## src/rtl/fp_cvt_32_to_i32.sv

```systemverilog
// Binary32 to 32-bit signed/unsigned integer converter.
// Three pipeline stages: unpack, align, round/saturate. A clock enable freezes
// every stage together, and a valid bit travels alongside the data.
module fp_cvt_32_to_i32 #(
   parameter int unsigned FPWID = 32
) (
   input  logic             clk,
   input  logic             rst,
   input  logic             ce,
   input  logic             vld_i,
   input  logic             op,
   input  logic [2:0]       rm,
   input  logic [FPWID-1:0] i,
   output logic [FPWID-1:0] o,
   output logic             vld_o,
   output logic             inexact,
   output logic             invalid
);

   // Rounding-mode encoding shared with the integer-to-float converter.
   localparam logic [2:0] RmRtz  = 3'd1;
   localparam logic [2:0] RmPinf = 3'd2;
   localparam logic [2:0] RmNinf = 3'd3;
   localparam logic [2:0] RmAway = 3'd4;

   // ---------------------------------------------------------------------
   // Stage 1: unpack and classify
   // ---------------------------------------------------------------------
   logic              s1_vld_q;
   logic              s1_op_q;
   logic [2:0]        s1_rm_q;
   logic              s1_sign_q;
   logic signed [9:0] s1_e_q;
   logic [23:0]       s1_sig_q;
   logic              s1_nan_q;
   logic              s1_inf_q;
   logic              s1_zero_q;

   logic              s1_sign_d;
   logic signed [9:0] s1_e_d;
   logic [23:0]       s1_sig_d;
   logic              s1_nan_d;
   logic              s1_inf_d;
   logic              s1_zero_d;

   // Split the operand into fields and classify it.
   always_comb begin
      s1_sign_d = i[31];
      s1_e_d    = $signed({2'b00, i[30:23]}) - 10'sd127;
      s1_sig_d  = {(i[30:23] != 8'd0), i[22:0]};
      s1_nan_d  = (i[30:23] == 8'hFF) && (i[22:0] != 23'd0);
      s1_inf_d  = (i[30:23] == 8'hFF) && (i[22:0] == 23'd0);
      s1_zero_d = (i[30:0] == 31'd0);
   end

   // Stage 1 register; op and rm ride along with the operand.
   always_ff @(posedge clk) begin
      if (rst) begin
         s1_vld_q  <= 1'b0;
         s1_op_q   <= 1'b0;
         s1_rm_q   <= 3'd0;
         s1_sign_q <= 1'b0;
         s1_e_q    <= '0;
         s1_sig_q  <= '0;
         s1_nan_q  <= 1'b0;
         s1_inf_q  <= 1'b0;
         s1_zero_q <= 1'b0;
      end else if (ce) begin
         s1_vld_q  <= vld_i;
         s1_op_q   <= op;
         s1_rm_q   <= rm;
         s1_sign_q <= s1_sign_d;
         s1_e_q    <= s1_e_d;
         s1_sig_q  <= s1_sig_d;
         s1_nan_q  <= s1_nan_d;
         s1_inf_q  <= s1_inf_d;
         s1_zero_q <= s1_zero_d;
      end
   end

   // ---------------------------------------------------------------------
   // Stage 2: align significand to the integer point
   // ---------------------------------------------------------------------
   logic        s2_vld_q;
   logic        s2_op_q;
   logic [2:0]  s2_rm_q;
   logic        s2_sign_q;
   logic        s2_nan_q;
   logic        s2_inf_q;
   logic [32:0] s2_mag_q;
   logic        s2_ovf_q;
   logic        s2_g_q;
   logic        s2_r_q;
   logic        s2_s_q;

   logic [32:0] s2_mag_d;
   logic        s2_ovf_d;
   logic        s2_g_d;
   logic        s2_r_d;
   logic        s2_s_d;
   logic [3:0]  lsh;
   logic [4:0]  rsh;
   logic [47:0] rshifted;

   // Left shift for large exponents, right shift with guard/round/sticky
   // extraction for small ones. Anything shifted past bit 32 is overflow.
   always_comb begin
      s2_mag_d = '0;
      s2_ovf_d = 1'b0;
      s2_g_d   = 1'b0;
      s2_r_d   = 1'b0;
      s2_s_d   = 1'b0;
      lsh      = '0;
      rsh      = '0;
      rshifted = '0;
      if (s1_e_q >= 10'sd23) begin
         if (s1_e_q > 10'sd32) begin
            s2_ovf_d = 1'b1;
         end else begin
            lsh      = 4'(s1_e_q - 10'sd23);
            s2_mag_d = {9'd0, s1_sig_q} << lsh;
         end
      end else if (s1_e_q >= 10'sd0) begin
         // Shift amount is 1..23; the low 24 bits catch the dropped bits.
         rsh      = 5'(10'sd23 - s1_e_q);
         rshifted = {s1_sig_q, 24'd0} >> rsh;
         s2_mag_d = {9'd0, rshifted[47:24]};
         s2_g_d   = rshifted[24];
         s2_r_d   = rshifted[23];
         s2_s_d   = |rshifted[22:0];
      end else if (s1_e_q == -10'sd1) begin
         // Value in [0.5, 1): the hidden bit is the round bit.
         s2_r_d = 1'b1;
         s2_s_d = |s1_sig_q[22:0];
      end else begin
         // Below one half, including denormals.
         s2_s_d = !s1_zero_q;
      end
   end

   // Stage 2 register.
   always_ff @(posedge clk) begin
      if (rst) begin
         s2_vld_q  <= 1'b0;
         s2_op_q   <= 1'b0;
         s2_rm_q   <= 3'd0;
         s2_sign_q <= 1'b0;
         s2_nan_q  <= 1'b0;
         s2_inf_q  <= 1'b0;
         s2_mag_q  <= '0;
         s2_ovf_q  <= 1'b0;
         s2_g_q    <= 1'b0;
         s2_r_q    <= 1'b0;
         s2_s_q    <= 1'b0;
      end else if (ce) begin
         s2_vld_q  <= s1_vld_q;
         s2_op_q   <= s1_op_q;
         s2_rm_q   <= s1_rm_q;
         s2_sign_q <= s1_sign_q;
         s2_nan_q  <= s1_nan_q;
         s2_inf_q  <= s1_inf_q;
         s2_mag_q  <= s2_mag_d;
         s2_ovf_q  <= s2_ovf_d;
         s2_g_q    <= s2_g_d;
         s2_r_q    <= s2_r_d;
         s2_s_q    <= s2_s_d;
      end
   end

   // ---------------------------------------------------------------------
   // Stage 3: round, range check, saturate
   // ---------------------------------------------------------------------
   logic        inc;
   logic [32:0] m;
   logic        legal_s;
   logic        legal_u;
   logic        legal;
   logic [31:0] neg;
   logic [31:0] sat;
   logic [31:0] o_d;
   logic        inexact_d;
   logic        invalid_d;

   // Rounding increment decision; encodings 5..7 fall back to RNE.
   always_comb begin
      inc = 1'b0;
      case (s2_rm_q)
         RmRtz:   inc = 1'b0;
         RmPinf:  inc = (s2_r_q | s2_s_q) & !s2_sign_q;
         RmNinf:  inc = (s2_r_q | s2_s_q) & s2_sign_q;
         RmAway:  inc = s2_r_q | s2_s_q;
         default: inc = s2_r_q & (s2_g_q | s2_s_q);
      endcase
   end

   // Result selection: NaN, saturation or the rounded (possibly negated) value.
   always_comb begin
      m       = s2_mag_q + {32'd0, inc};
      legal_s = (m <= 33'h0_7FFF_FFFF) || (s2_sign_q && (m == 33'h0_8000_0000));
      legal_u = (!s2_sign_q && (m <= 33'h0_FFFF_FFFF)) || (m == 33'd0);
      legal   = !s2_ovf_q && (s2_op_q ? legal_s : legal_u);
      neg     = 32'd0 - m[31:0];
      if (s2_op_q) begin
         sat = s2_sign_q ? 32'h8000_0000 : 32'h7FFF_FFFF;
      end else begin
         sat = s2_sign_q ? 32'h0000_0000 : 32'hFFFF_FFFF;
      end
      o_d       = '0;
      inexact_d = 1'b0;
      invalid_d = 1'b0;
      if (s2_nan_q) begin
         o_d       = s2_op_q ? 32'h7FFF_FFFF : 32'hFFFF_FFFF;
         invalid_d = 1'b1;
      end else if (s2_inf_q || !legal) begin
         o_d       = sat;
         invalid_d = 1'b1;
      end else begin
         o_d       = s2_sign_q ? neg : m[31:0];
         inexact_d = s2_r_q | s2_s_q;
      end
   end

   // Output register.
   always_ff @(posedge clk) begin
      if (rst) begin
         vld_o   <= 1'b0;
         o       <= '0;
         inexact <= 1'b0;
         invalid <= 1'b0;
      end else if (ce) begin
         vld_o   <= s2_vld_q;
         o       <= o_d;
         inexact <= inexact_d;
         invalid <= invalid_d;
      end
   end

endmodule
```

## config.mk

```make
export PLATFORM = sky130hd
export DESIGN_NAME = fp_cvt_32_to_i32
export DESIGN_NICKNAME = d
export VERILOG_FILES = /design/src/rtl/fp_cvt_32_to_i32.sv
export SDC_FILE = /design/constraint.sdc
export NUM_CORES = 1
export LEC_CHECK = 0
export ABC_AREA = 1
export BUFFER_PORTS_ARGS = -buffer_cell sky130_fd_sc_hd__buf_4
export CAP_MARGIN = 30
export CORE_MARGIN = 1
export CORE_UTILIZATION = 25
export CTS_BUF_LIST = sky130_fd_sc_hd__clkbuf_4 sky130_fd_sc_hd__clkbuf_8 sky130_fd_sc_hd__clkbuf_16
export DETAILED_ROUTE_END_ITERATION = 16
export PLACE_DENSITY_LB_ADDON = 0.05
export RECOVER_POWER = 100
export SYNTH_ARGS = -nofsm -noshare
export SYNTH_HDL_FRONTEND = slang
export SYNTH_SLANG_ARGS = --single-unit
```

## constraint.sdc

```tcl
create_clock -name clk -period 9.8 [get_ports clk]
set_clock_uncertainty 0.15 [all_clocks]
set_input_delay 0.98 -clock clk [delete_from_list [all_inputs] [get_ports clk]]
set_output_delay 0.98 -clock clk [all_outputs]
set_load 0.01 [all_outputs]
```

==> results of run 1 <==
[worst max-delay path, cell delays in order]
cell and delay (ns):
clkbuf_1 2.46, inv_4 0.76, clkbuf_1 1.15, o21ai_0 0.85, a21oi_1 0.07
[per-stage QoR]
step	hold WS, ns	std cells	cell area, um2	worst slack, ns	total power, mW
2_1_floorplan	0.292	1650	9860	6.11	0.899
3_3_place_gp	0.306	2167	10800	5.22	1.06
3_5_place_dp	0.303	2167	10800	5.21	1.06
4_1_cts	0.314	2199	11400	5.18	1.73
5_1_grt	0.341	2199	11200	2.86	1.80
6_report	0.310	2199	11200	3.53	1.69
[flip-flops by register name, indices dropped and copies added, names as in the netlist, 3 cells and up]
signal	flops
s2_mag_q	33
o	32
s1_sig_q	24
s1_e_q	9
s1_rm_q	3
s2_rm_q	3
[cell usage after synthesis (all sizes together) (2+ instances only)]
library cell  instances  area (um2)
a22oi                 2        15.0
dfxtp               122        2440
nor2                228         961
o31ai                 3        27.5
buf                  16         119
clkinv                7        26.3
o21ai               220        1100
a21boi                2        15.0
a221oi                9        78.8
mux2i                16         160
or2                   7        43.8
clkbuf               69         259
nand2               451        1740
xor2                 30         263
nand3b                5        37.5
a31oi                14        87.6
o211ai                5        37.5
inv                 141         534
nor4                 13        81.3
a21oi               140         851
nand4                17         113
a32o                  2        20.0
xnor2                 3        26.3
o21a                  3        22.5
a32oi                 2        17.5
nand3                77         413
nor3                 21         115
ha                   13         163
o21bai                3        22.5
[cell type report]
cell class / instances / area, um2 / area share (%)
Multi-Input combinational cell: 1295 / 6450 / 57.6
Sequential cell: 122 / 2440 / 21.8
Tap cell: 518 / 648 / 5.79
Inverter: 148 / 563 / 5.03
Timing Repair Buffer: 84 / 484 / 4.33
Clock buffer: 17 / 425 / 3.80
Clock inverter: 15 / 179 / 1.60
[routing by layer]
layer,wire length [um],track usage [%]
met5,0,0
met4,320,4.17
met2,16100,29.4
met3,925,1.96
met1,20200,28.2
[worst min path at each step]
stage | cells after the start | end | startpoint | slack, ns
6_report | 2 | s1_nan_q | s1_nan_q | 0.31
5_1_grt | 2 | s1_inf_q | s1_inf_q | 0.34
4_1_cts | 2 | s1_nan_q | s1_nan_q | 0.31
3_5_place_dp | 2 | s1_nan_q | s1_nan_q | 0.30
3_3_place_gp | 2 | s1_nan_q | s1_nan_q | 0.31
2_1_floorplan | 2 | s1_nan_q | s1_nan_q | 0.29
[power breakdown]
part	switching, mW	total [mW]	internal, mW
registers	0.0377	0.571	0.534
logic	0.318	0.457	0.140
clock network	0.278	0.663	0.385
total	0.634	1.69	1.06
[cell families after synthesis]
kind of cell	after synthesis	share of synthesized area (%)
simple gates	820	35.5
fa+ha+maj	13	1.65
xor+xnor	33	2.93
flops	122	24.8
buf+inv	233	9.51
mux	16	1.62
compound gates	413	24.0
==> summary.md, run 1 <==
| Metric | Value |
|---|---|
| Count of cell types in the netlist | 57 |
| Largest net degree at the start of global routing | 84 |
| RSZ-0062 raised after global routing | no |
| Gr ovfl total | 0 |
| Status | finished with violations |
| Ports | 75 |
| Post-CTS Hold Fix Bufs | 0 |
| CP required | 9.87 ns |
| Detail Placement HPWL | 29800 um |
| RePlAce Congestion | between 0.8 and 0.9 |
| Routed vias/inst | about 4.8 |
| Root buffer cell | clkbuf_16 |
| Die Wd | 201 um |
| Clk buf depth | 2 |
| Area Overhead vs Synth | 13.4% |
| Failing checks | max-capacitance violations, max-slew violations |
| Reg clk slew, reported paths | 0.07 ns |
| 1st-iter DRT viols | 548 |
| Final setup vio count | 0 |
| Reg-to-reg setup timing slack | about 5 ns |
| YS warnings | 0 |
| DRC viols | 0 |
| CTS Buf Count | 17 |
| CP Launch Type | input pin |
| Core region area | 38800 um2 |
| Routed WL per cell | 17.1 um |
| Via count | roughly 10000 |
| Initial Utilization | ~25% |
| Post-CTS Resized | 0 |
| Share of cells above drive strength 1 | 9.28% |
| Crit path max fanout | 83 |
| Final Hold Fails | 0 |
| Diode count | 0 |
| Post-synthesis sequential area ratio | 24.8% |
| Mean Syn Cell Area | 5.98 um2 |
| Final net count | 1721 |
| Synthesized instance count | 1650 |
| # rows | 72 |
| Most frequent cells in the layout | 438 x nand2_1, 216 x o21ai_0, 214 x nor2_1 |
| Leakage | between 4 and 5 nW |
| Count of pins over their slew limit | between 200 and 250 |
| Crit path kind | in2reg |
| Main synth FF type | dfxtp_1 |
| Setup_tns | 0 ns |
| CTS H-tree lvls | 4 |
| Clk Latency, worst-skew pair | between 0.4 and 0.5 ns |
| Maximum capacitance violations | 4 |
| Clock sink total | between 100 and 150 |
| Setup bufs post-CTS | 0 |
| Tightest Pin Transition | 3.55 ns |
| Crit path time final | 6.27 ns |
| Crit. Startpoint | ce |
| CP endpoint kind | register |
| Initial antenna violation count | 0 |
| Router iterations before antenna repair | 5 |
| Min-Delay Path Class | reg2reg |
| WL final | 37600 um |
| Layout fillers | 4527 |
| Yosys reg bits | 122 |
| Reg-to-Reg Start | s1_e_q[1] |
| Die height | 201 um |
| Mapped Area | just under 10000 um2 |
| Critical Path End | s1_sig_q[17] |
| Area of the die | 40300 um2 |
| Commonest non-fill, non-tap cell in the layout | nand2_1 |
| Worst VDD drop | between 0.0001 and 0.00015 V |
| Post-route ant nets | 0 |
| Pwr Density | 151 nW/um2 |
| FF-to-FF path depth | 10 |
| Post-synth net total | 1703 |
| EDFF count, synth | 0 |
| Fmax achieved | 160 MHz |
| WP data arrival | about 6.3 ns |
| First-pass GRT wire length | 59400 um |
| Ys async rst share | 0% |
| Slew margin rel. | -137% |
| Final Cycle Share | a little under two thirds |
| Total track usage | roughly a fifth |
| # port buffers | between 70 and 80 |
| Final core occ | between 20 and 30% |
| Reg-to-Reg End | s2_mag_q[7] |
| Vias in the first global route | 10200 |
| TritonCTS clock tree | yes |
No activity file was read; power rests on OpenSTA's default activity.
==> run 2, diff against run 1 <==
ABC_AREA = 0   (was 1)
clock period = 6.5 ns   (was 9.8 ns; I/O delays follow)
==> summary.md, run 2 <==
| Metric | Value |
|---|---|
| YS warnings | 0 (unchanged) |
| Share of cells above drive strength 1 | 12.2% (+2.9 points) |
| Post-route ant nets | 0 (unchanged) |
| First-pass GRT wire length | 54000 um (-9.1%) |
| Main synth FF type | dfxtp_1 |
| Router iterations before antenna repair | 6 (+1) |
| CTS Buf Count | 17 (unchanged) |
| Slew margin rel. | -73.4% (+64 points) |
| CTS H-tree lvls | 4 (unchanged) |
| EDFF count, synth | 0 (unchanged) |
| Synthesized instance count | 1200 (-27%) |
| TritonCTS clock tree | yes |
| Most instantiated library cell after synthesis | nor2_1 |
| Area of the die | 39700 um2 (-1.5%) |
| Initial Utilization | 25.6% (+0.21 points) |
| Area Overhead vs Synth | 13.5% (about the same) |
| Min-Delay Path Class | in2reg |
| 1st-iter DRT viols | 613 (+12%) |
| Commonest non-fill, non-tap cell in the layout | nor2_1 |
| Total track usage | 18.0% (-1.0 points) |
| Mapped Area | 9720 um2 (-1.5%) |
| WP buf/inv | 1 (-2) |
| Top-area cell type share of the netlist area | 25.1% (+0.38 points) |
| Ranking of synthesized cells by area | dfxtp_1 25%, mux2i_1 9.2%, mux4_2 7.0%, nor2_1 5.9%, xnor2_1 4.8% |
| CP endpoint kind | register |
| Root buffer cell | clkbuf_16 |
| # port buffers | 74 (unchanged) |
| Setup_tns | 0 ns (unchanged) |
| # rows | 71 (-1.4%) |
| Count of pins over their slew limit | 138 (-42%) |
| Crit path kind | reg2reg |
| Ys async rst share | 0% (unchanged) |
| Vias in the first global route | 8828 (-13%) |
| Largest net degree at the start of global routing | 113 (+35%) |
| Ports | 75 (unchanged) |
| Final core occ | 29.1% (+0.25 points) |
| Gr ovfl total | 0 (unchanged) |
| Family with the most delay on the worst path | compound AO/OA/AOI/OAI gates |
| Via count | 9037 (-14%) |
| Post-CTS Resized | 0 (unchanged) |
| Post-CTS Hold Fix Bufs | 0 (unchanged) |
| Most frequent cells in the layout | 154 x nor2_1, 123 x nand2_1, 122 x dfxtp_1 |
| Most flops, register | s2_mag_q |
| Detail Placement HPWL | 25800 um (-13%) |
| Clk Latency, worst-skew pair | 0.44 ns (about the same) |
| Most common cell on crit path | ha_1 |
| RePlAce Congestion | 0.873 (+4.1%) |
| Clk buf depth | 2 (unchanged) |
| Hold path start | i[23] |
| Commonest cells in the netlist | 154 x nor2_1, 123 x nand2_1, 122 x dfxtp_1 |
| Failing checks | max-capacitance violations, max-slew violations |
| WP data arrival | 5.60 ns (-0.74 ns) |
| Routed WL per cell | 19.8 um (+16%) |
| Clock sink total | 122 (unchanged) |
| Die Wd | 199 um (-0.75%) |
| Mean Syn Cell Area | 8.10 um2 (+35%) |
| Status | finished with violations |
| Biggest cell delay along the critical path | 0.81 ns (-1.65 ns) |
| DRC viols | 0 (unchanged) |
| Diode count | 0 (unchanged) |
| CP max-delay cell | or4_1 |
| Crit. Startpoint | s2_rm_q[2] |
| Reg clk slew, reported paths | 0.06 ns (about the same) |
| Final net count | 1261 (-27%) |
| Fmax achieved | 185 MHz |
| Tightest Pin Transition | 2.60 ns (-0.954 ns) |
| WL final | 34300 um (-8.7%) |
| Final setup vio count | 0 (unchanged) |
| Post-synth net total | 1253 (-26%) |
| CP Launch Type | register |
| Reg-to-Reg Start | s2_rm_q[2] |
| Largest register FFs | 33 (unchanged) |
| Top flop regs | s2_mag_q x33, o x32, s1_sig_q x24 |
| Maximum capacitance violations | 3 (-1) |
| Crit path time final | 5.41 ns |
| Crit path max fanout | 31 (-63%) |
| Die height | 199 um (-0.75%) |
| Worst VDD drop | 0.000189 V (+55%) |
| Worst path cell trace | mux2_2, nor3_1, a221o_1, ha_1, ha_1, nand3_1, or4_1, mux2_1, a32o_1, and3_1, nand4b_1, o32a_1, a21oi_1, o41ai_4, buf_4, a211oi_1 |
| Leading area contributor after synthesis | dfxtp_1 |
| Initial antenna violation count | 0 (unchanged) |
| Leakage | 3.91 nW (-16%) |
| Core region area | 37900 um2 (-2.3%) |
| Setup bufs post-CTS | 0 (unchanged) |
| Routed vias/inst | 5.22 (+9.4%) |
| Yosys reg bits | 122 (unchanged) |
| Final Cycle Share | between 80% and 90% |
| RSZ-0062 raised after global routing | no |
| Final Hold Fails | 0 (unchanged) |
| Post-synthesis sequential area ratio | 25.1% (+0.38 points) |
| CP required | 6.70 ns (-3.17 ns) |
| Count of cell types in the netlist | 81 (+42%) |
| Pwr Density | 235 nW/um2 (+55%) |
run 2: cell types whose count changed in the layout (fill, tap and decap cells not counted), moves of 30 or more:
| cell | delta |
|---|---|
| nand2_1 | -315 |
| inv_1 | -115 |
| a21oi_1 | -67 |
| a21oi_2 | -30 |
| o21ai_0 | -158 |
| mux2i_1 | +73 |
| nand3_1 | -40 |
| xnor2_1 | +47 |
| nor2_1 | -60 |
| mux4_2 | +30 |
| a211oi_1 | +56 |
run 2: cell families after synthesis:
family          Yosys count  synth area share, %
simple gates            467                 23.2
compound gates          261                 19.9
buf+inv                 131                 5.81
mux                     129                 17.3
flops                   122                 25.1
xor+xnor                 77                 7.02
fa+ha+maj                13                 1.67
run 2: cell type report:
| cell class | instances | area [um2] |
|---|---|---|
| well taps | 511 | 639 |
| clock inverters | 10 | 214 |
| inverters | 23 | 86.3 |
| fillers | 4222 | 26900 |
| multi-input cells | 947 | 6590 |
| clock buffers | 22 | 475 |
| repair buffers | 97 | 579 |
| flip-flops and latches | 122 | 2440 |
run 2: worst register-to-register path: cells and delay by family, from the launching register on:
kind / cells / cell delay [ns]
compound gates: 6 / 1.61
simple gates: 5 / 1.59
mux: 2 / 0.67
fa+ha+maj: 2 / 0.63
flops: 1 / 0.41
buf+inv: 1 / 0.26
run 2: report_power, final:
group          internal [mW]  switching, mW  total, mW
sequential             0.795         0.0758      0.871
combinational          0.234          0.359      0.594
clock                  0.753          0.370       1.12
total                   1.78          0.806       2.59
run 2: final timing paths:
path                     to  slack (ns)  depth (start not counted)
hold reg to reg    s1_inf_q        0.32                          2
hold / removal    s1_e_q[0]        0.29                          2
setup / recovery      o[22]        1.09                         16
setup reg to reg      o[22]        1.09                         16
run 2: per-layer routing:
| layer | up-vias | wire (um) | global-route usage [%] |
|---|---|---|---|
| li1 | 4429 | - | - |
| met1 | 4373 | 17200 | 25.3 |
| met2 | 212 | 15400 | 28.3 |
| met3 | 23 | 1270 | 2.77 |
| met4 | 0 | 506 | 5.19 |
| met5 | - | 0 | 0 |
run 2: per-stage QoR:
stage / power [mW] / instances / hold slack [ns] / cell area, um2 / setup WS (ns)
final: 2.59 / 1732 / 0.287 / 11000 / 1.09
after global routing: 2.73 / 1732 / 0.273 / 11000 / 0.724
after CTS: 2.66 / 1732 / 0.249 / 11300 / 1.03
after detailed placement: 1.51 / 1700 / 0.312 / 10600 / 1.03
after global placement: 1.51 / 1700 / 0.309 / 10600 / 1.13
after floorplan: 1.30 / 1200 / 0.291 / 9720 / 1.68
==> run 3, diff against run 2 <==
ABC_AREA = 1   (was 0)
clock period = 4.9 ns   (was 6.5 ns; I/O delays follow)
==> summary.md, run 3 (synthesized netlist as in run 1, its figures left out) <==
| Metric | Value |
|---|---|
| Status | finished with violations |
| Failing checks | max-capacitance violations, max-slew violations |
| Clk buf depth | 2 (unchanged) |
| Metal3 WL | 1510 um (+19%) |
| Critical Path End | o[29] |
| WP data arrival | 4.42 ns (-1.18 ns) |
| Die Wd | 201 um (+0.76%) |
| Crit path kind | reg2reg |
| Gr ovfl total | 0 (unchanged) |
| # rows | 72 (+1.4%) |
| Count of pins over their slew limit | 174 (+26%) |
| Sequential power share | 33.8% (about the same) |
| Post-CTS Resized | 0 (unchanged) |
| DP Worst Slack | 0.790 ns (-0.238 ns) |
| Total track usage | 19.3% (+1.3 points) |
| Largest net degree at the start of global routing | 83 (-27%) |
| Root buffer cell | clkbuf_16 |
| Pint | 2.10 mW (+18%) |
| Final Cycle Share | 86.7% (+3.5 points) |
| Area of the die | 40300 um2 (+1.5%) |
| Leakage | 4.70 nW (+20%) |
| Most flops, register | s2_mag_q |
| Top flop regs | s2_mag_q x33, o x32, s1_sig_q x24 |
| Vias in the first global route | 10300 (+17%) |
| CP required | 5.07 ns (-1.63 ns) |
| Routed vias/inst | 4.84 (-7.2%) |
| Detail Placement HPWL | 30100 um (+17%) |
| Min-Delay Path Class | in2reg |
| Final net count | 1733 (+37%) |
| CP Launch Type | register |
| Post-CTS Hold Fix Bufs | 0 (unchanged) |
| Crit path time final | 4.25 ns (-1.16 ns) |
| Area Overhead vs Synth | 13.7% |
| CTS Buf Count | 17 (unchanged) |
| Top Metal Used | met4 |
| Worst VDD drop | 0.000250 V (+32%) |
| Worst setup margin | 0.650 ns (-0.442 ns) |
| Final setup vio count | 0 (unchanged) |
| Ports | 75 (unchanged) |
| CTS H-tree lvls | 4 (unchanged) |
| Logic gate share of total power | 27.7% (+4.8 points) |
| Clk Latency, worst-skew pair | 0.45 ns (about the same) |
| Reg-to-Reg Start | s2_rm_q[2] |
| Setup_tns | 0 ns (unchanged) |
| Die height | 201 um (+0.76%) |
| Clock power share | 38.5% (-4.9 points) |
| Setup bufs post-CTS | 0 (unchanged) |
| Commonest non-fill, non-tap cell in the layout | nand2_1 |
| Core region area | 38800 um2 (+2.4%) |
| Most frequent cells in the layout | 439 x nand2_1, 216 x o21ai_0, 214 x nor2_1 |
| Post-route ant nets | 0 (unchanged) |
| RePlAce Congestion | 0.862 (-1.2%) |
| Share of cells above drive strength 1 | 9.21% (-3.0 points) |
| Wl on met1 | 20500 um (+19%) |
| Diode count | 0 (unchanged) |
| Via count | 10700 (+18%) |
| Reg-to-reg setup timing slack | 0.65 ns (-0.44 ns) |
| Slew margin rel. | -130% (-57 points) |
| Initial Utilization | 25.4% (-0.21 points) |
| Design area | 11200 um2 (+1.7%) |
| Reg clk slew, reported paths | 0.06 ns (about the same) |
| First-pass GRT wire length | 60500 um (+12%) |
| Routed WL per cell | 17.4 um (-12%) |
| Total Power | 3.37 mW (+30%) |
| Router iterations before antenna repair | 6 (unchanged) |
| Switching share of power | 37.6% (+6.5 points) |
| Pwr Density | 300 nW/um2 (+28%) |
| RSZ-0062 raised after global routing | no |
| Crit. Startpoint | s2_rm_q[2] |
| Final core occ | 28.9% (-0.19 points) |
| Largest register FFs | 33 (unchanged) |
| Hold WS | 0.121 ns (-0.166 ns) |
| Crit path max fanout | 12 (-61%) |
| Switching power total | 1.27 mW (+57%) |
| WL final | 38500 um (+12%) |
| Tightest Pin Transition | 3.45 ns (+0.853 ns) |
| DRC viols | 0 (unchanged) |
| TritonCTS clock tree | yes |
| 1st-iter DRT viols | 778 (+27%) |
| Placed cell area | 10900 um2 (+2.0%) |
| Reg-to-Reg End | o[29] |
| FF-to-FF path depth | 23 (+7) |
| Final Hold Fails | 0 (unchanged) |
| Non-Filler Instances | 2211 (+28%) |
| Initial antenna violation count | 0 (unchanged) |
| CP endpoint kind | register |
| Fmax achieved | 235 MHz (+27%) |
| Maximum capacitance violations | 3 (unchanged) |
| # port buffers | 74 (unchanged) |
| Hold path start | rm[1] |
| Met2 Wirelength | 16000 um (+4.4%) |
| Placed Cells | 2179 (+28%) |
| Clock sink total | 122 (unchanged) |
run 3: cell types whose count changed in the layout (fill, tap and decap cells not counted), sizes merged, moves of 58 or more:
cell,change
inv,+123
o21ai,+161
a21oi,+97
nand2,+328
mux2i,-73
nor2,+74
a211oi,-58
run 3: worst max-delay path: stages, from the launching register on:
cell,delay (ns)
dfxtp_1,0.29
inv_1,0.11
nand2_1,0.06
a21oi_1,0.12
o221ai_1,0.11
o21ai_0,0.11
ha_1,0.23
ha_1,0.21
nand3_1,0.12
nor2_1,0.16
nand3_1,0.24
nand2_1,0.13
nand2_1,0.16
nor3_1,0.43
nand2_2,0.14
nor2_4,0.13
nand3_1,0.09
nand2_1,0.07
inv_1,0.04
nand2_1,0.13
nand4_1,0.24
o31ai_4,0.27
buf_4,0.31
a21oi_1,0.08
run 3: worst min-delay path by stage:
stage	end	slack, ns	depth (start not counted)
global placement	s1_inf_q	0.31	2
finish	s1_rm_q[1]	0.12	3
floorplan	s1_nan_q	0.29	2
detailed placement	s1_inf_q	0.31	2
global route	s1_op_q	0.12	3
CTS	s1_rm_q[1]	0.1	3
run 3: final cells by class:
type                    count  area [um2]
inverters                 148         562
clock buffers              21         474
multi-input cells        1295        6410
repair buffers             96         563
clock inverters            11         113
fillers                  4447       27600
well taps                 518         648
flip-flops and latches    122        2440
run 3: power groups by stage:
stage | logic [mW] | clock network, mW | registers (mW)
detailed placement | 0.966 | 0 | 1.16
floorplan | 0.653 | 0 | 1.14
finish | 0.934 | 1.30 | 1.14
CTS | 0.971 | 1.34 | 1.14
global placement | 0.972 | 0 | 1.16
global route | 1.05 | 1.37 | 1.15
run 3: layer usage:
metal  vias to the layer above  GRT usage [%]
met5                         -              0
met1                      4981           29.2
li1                       5510              -
met2                       191           28.4
met3                        26           2.78
met4                         0           4.36
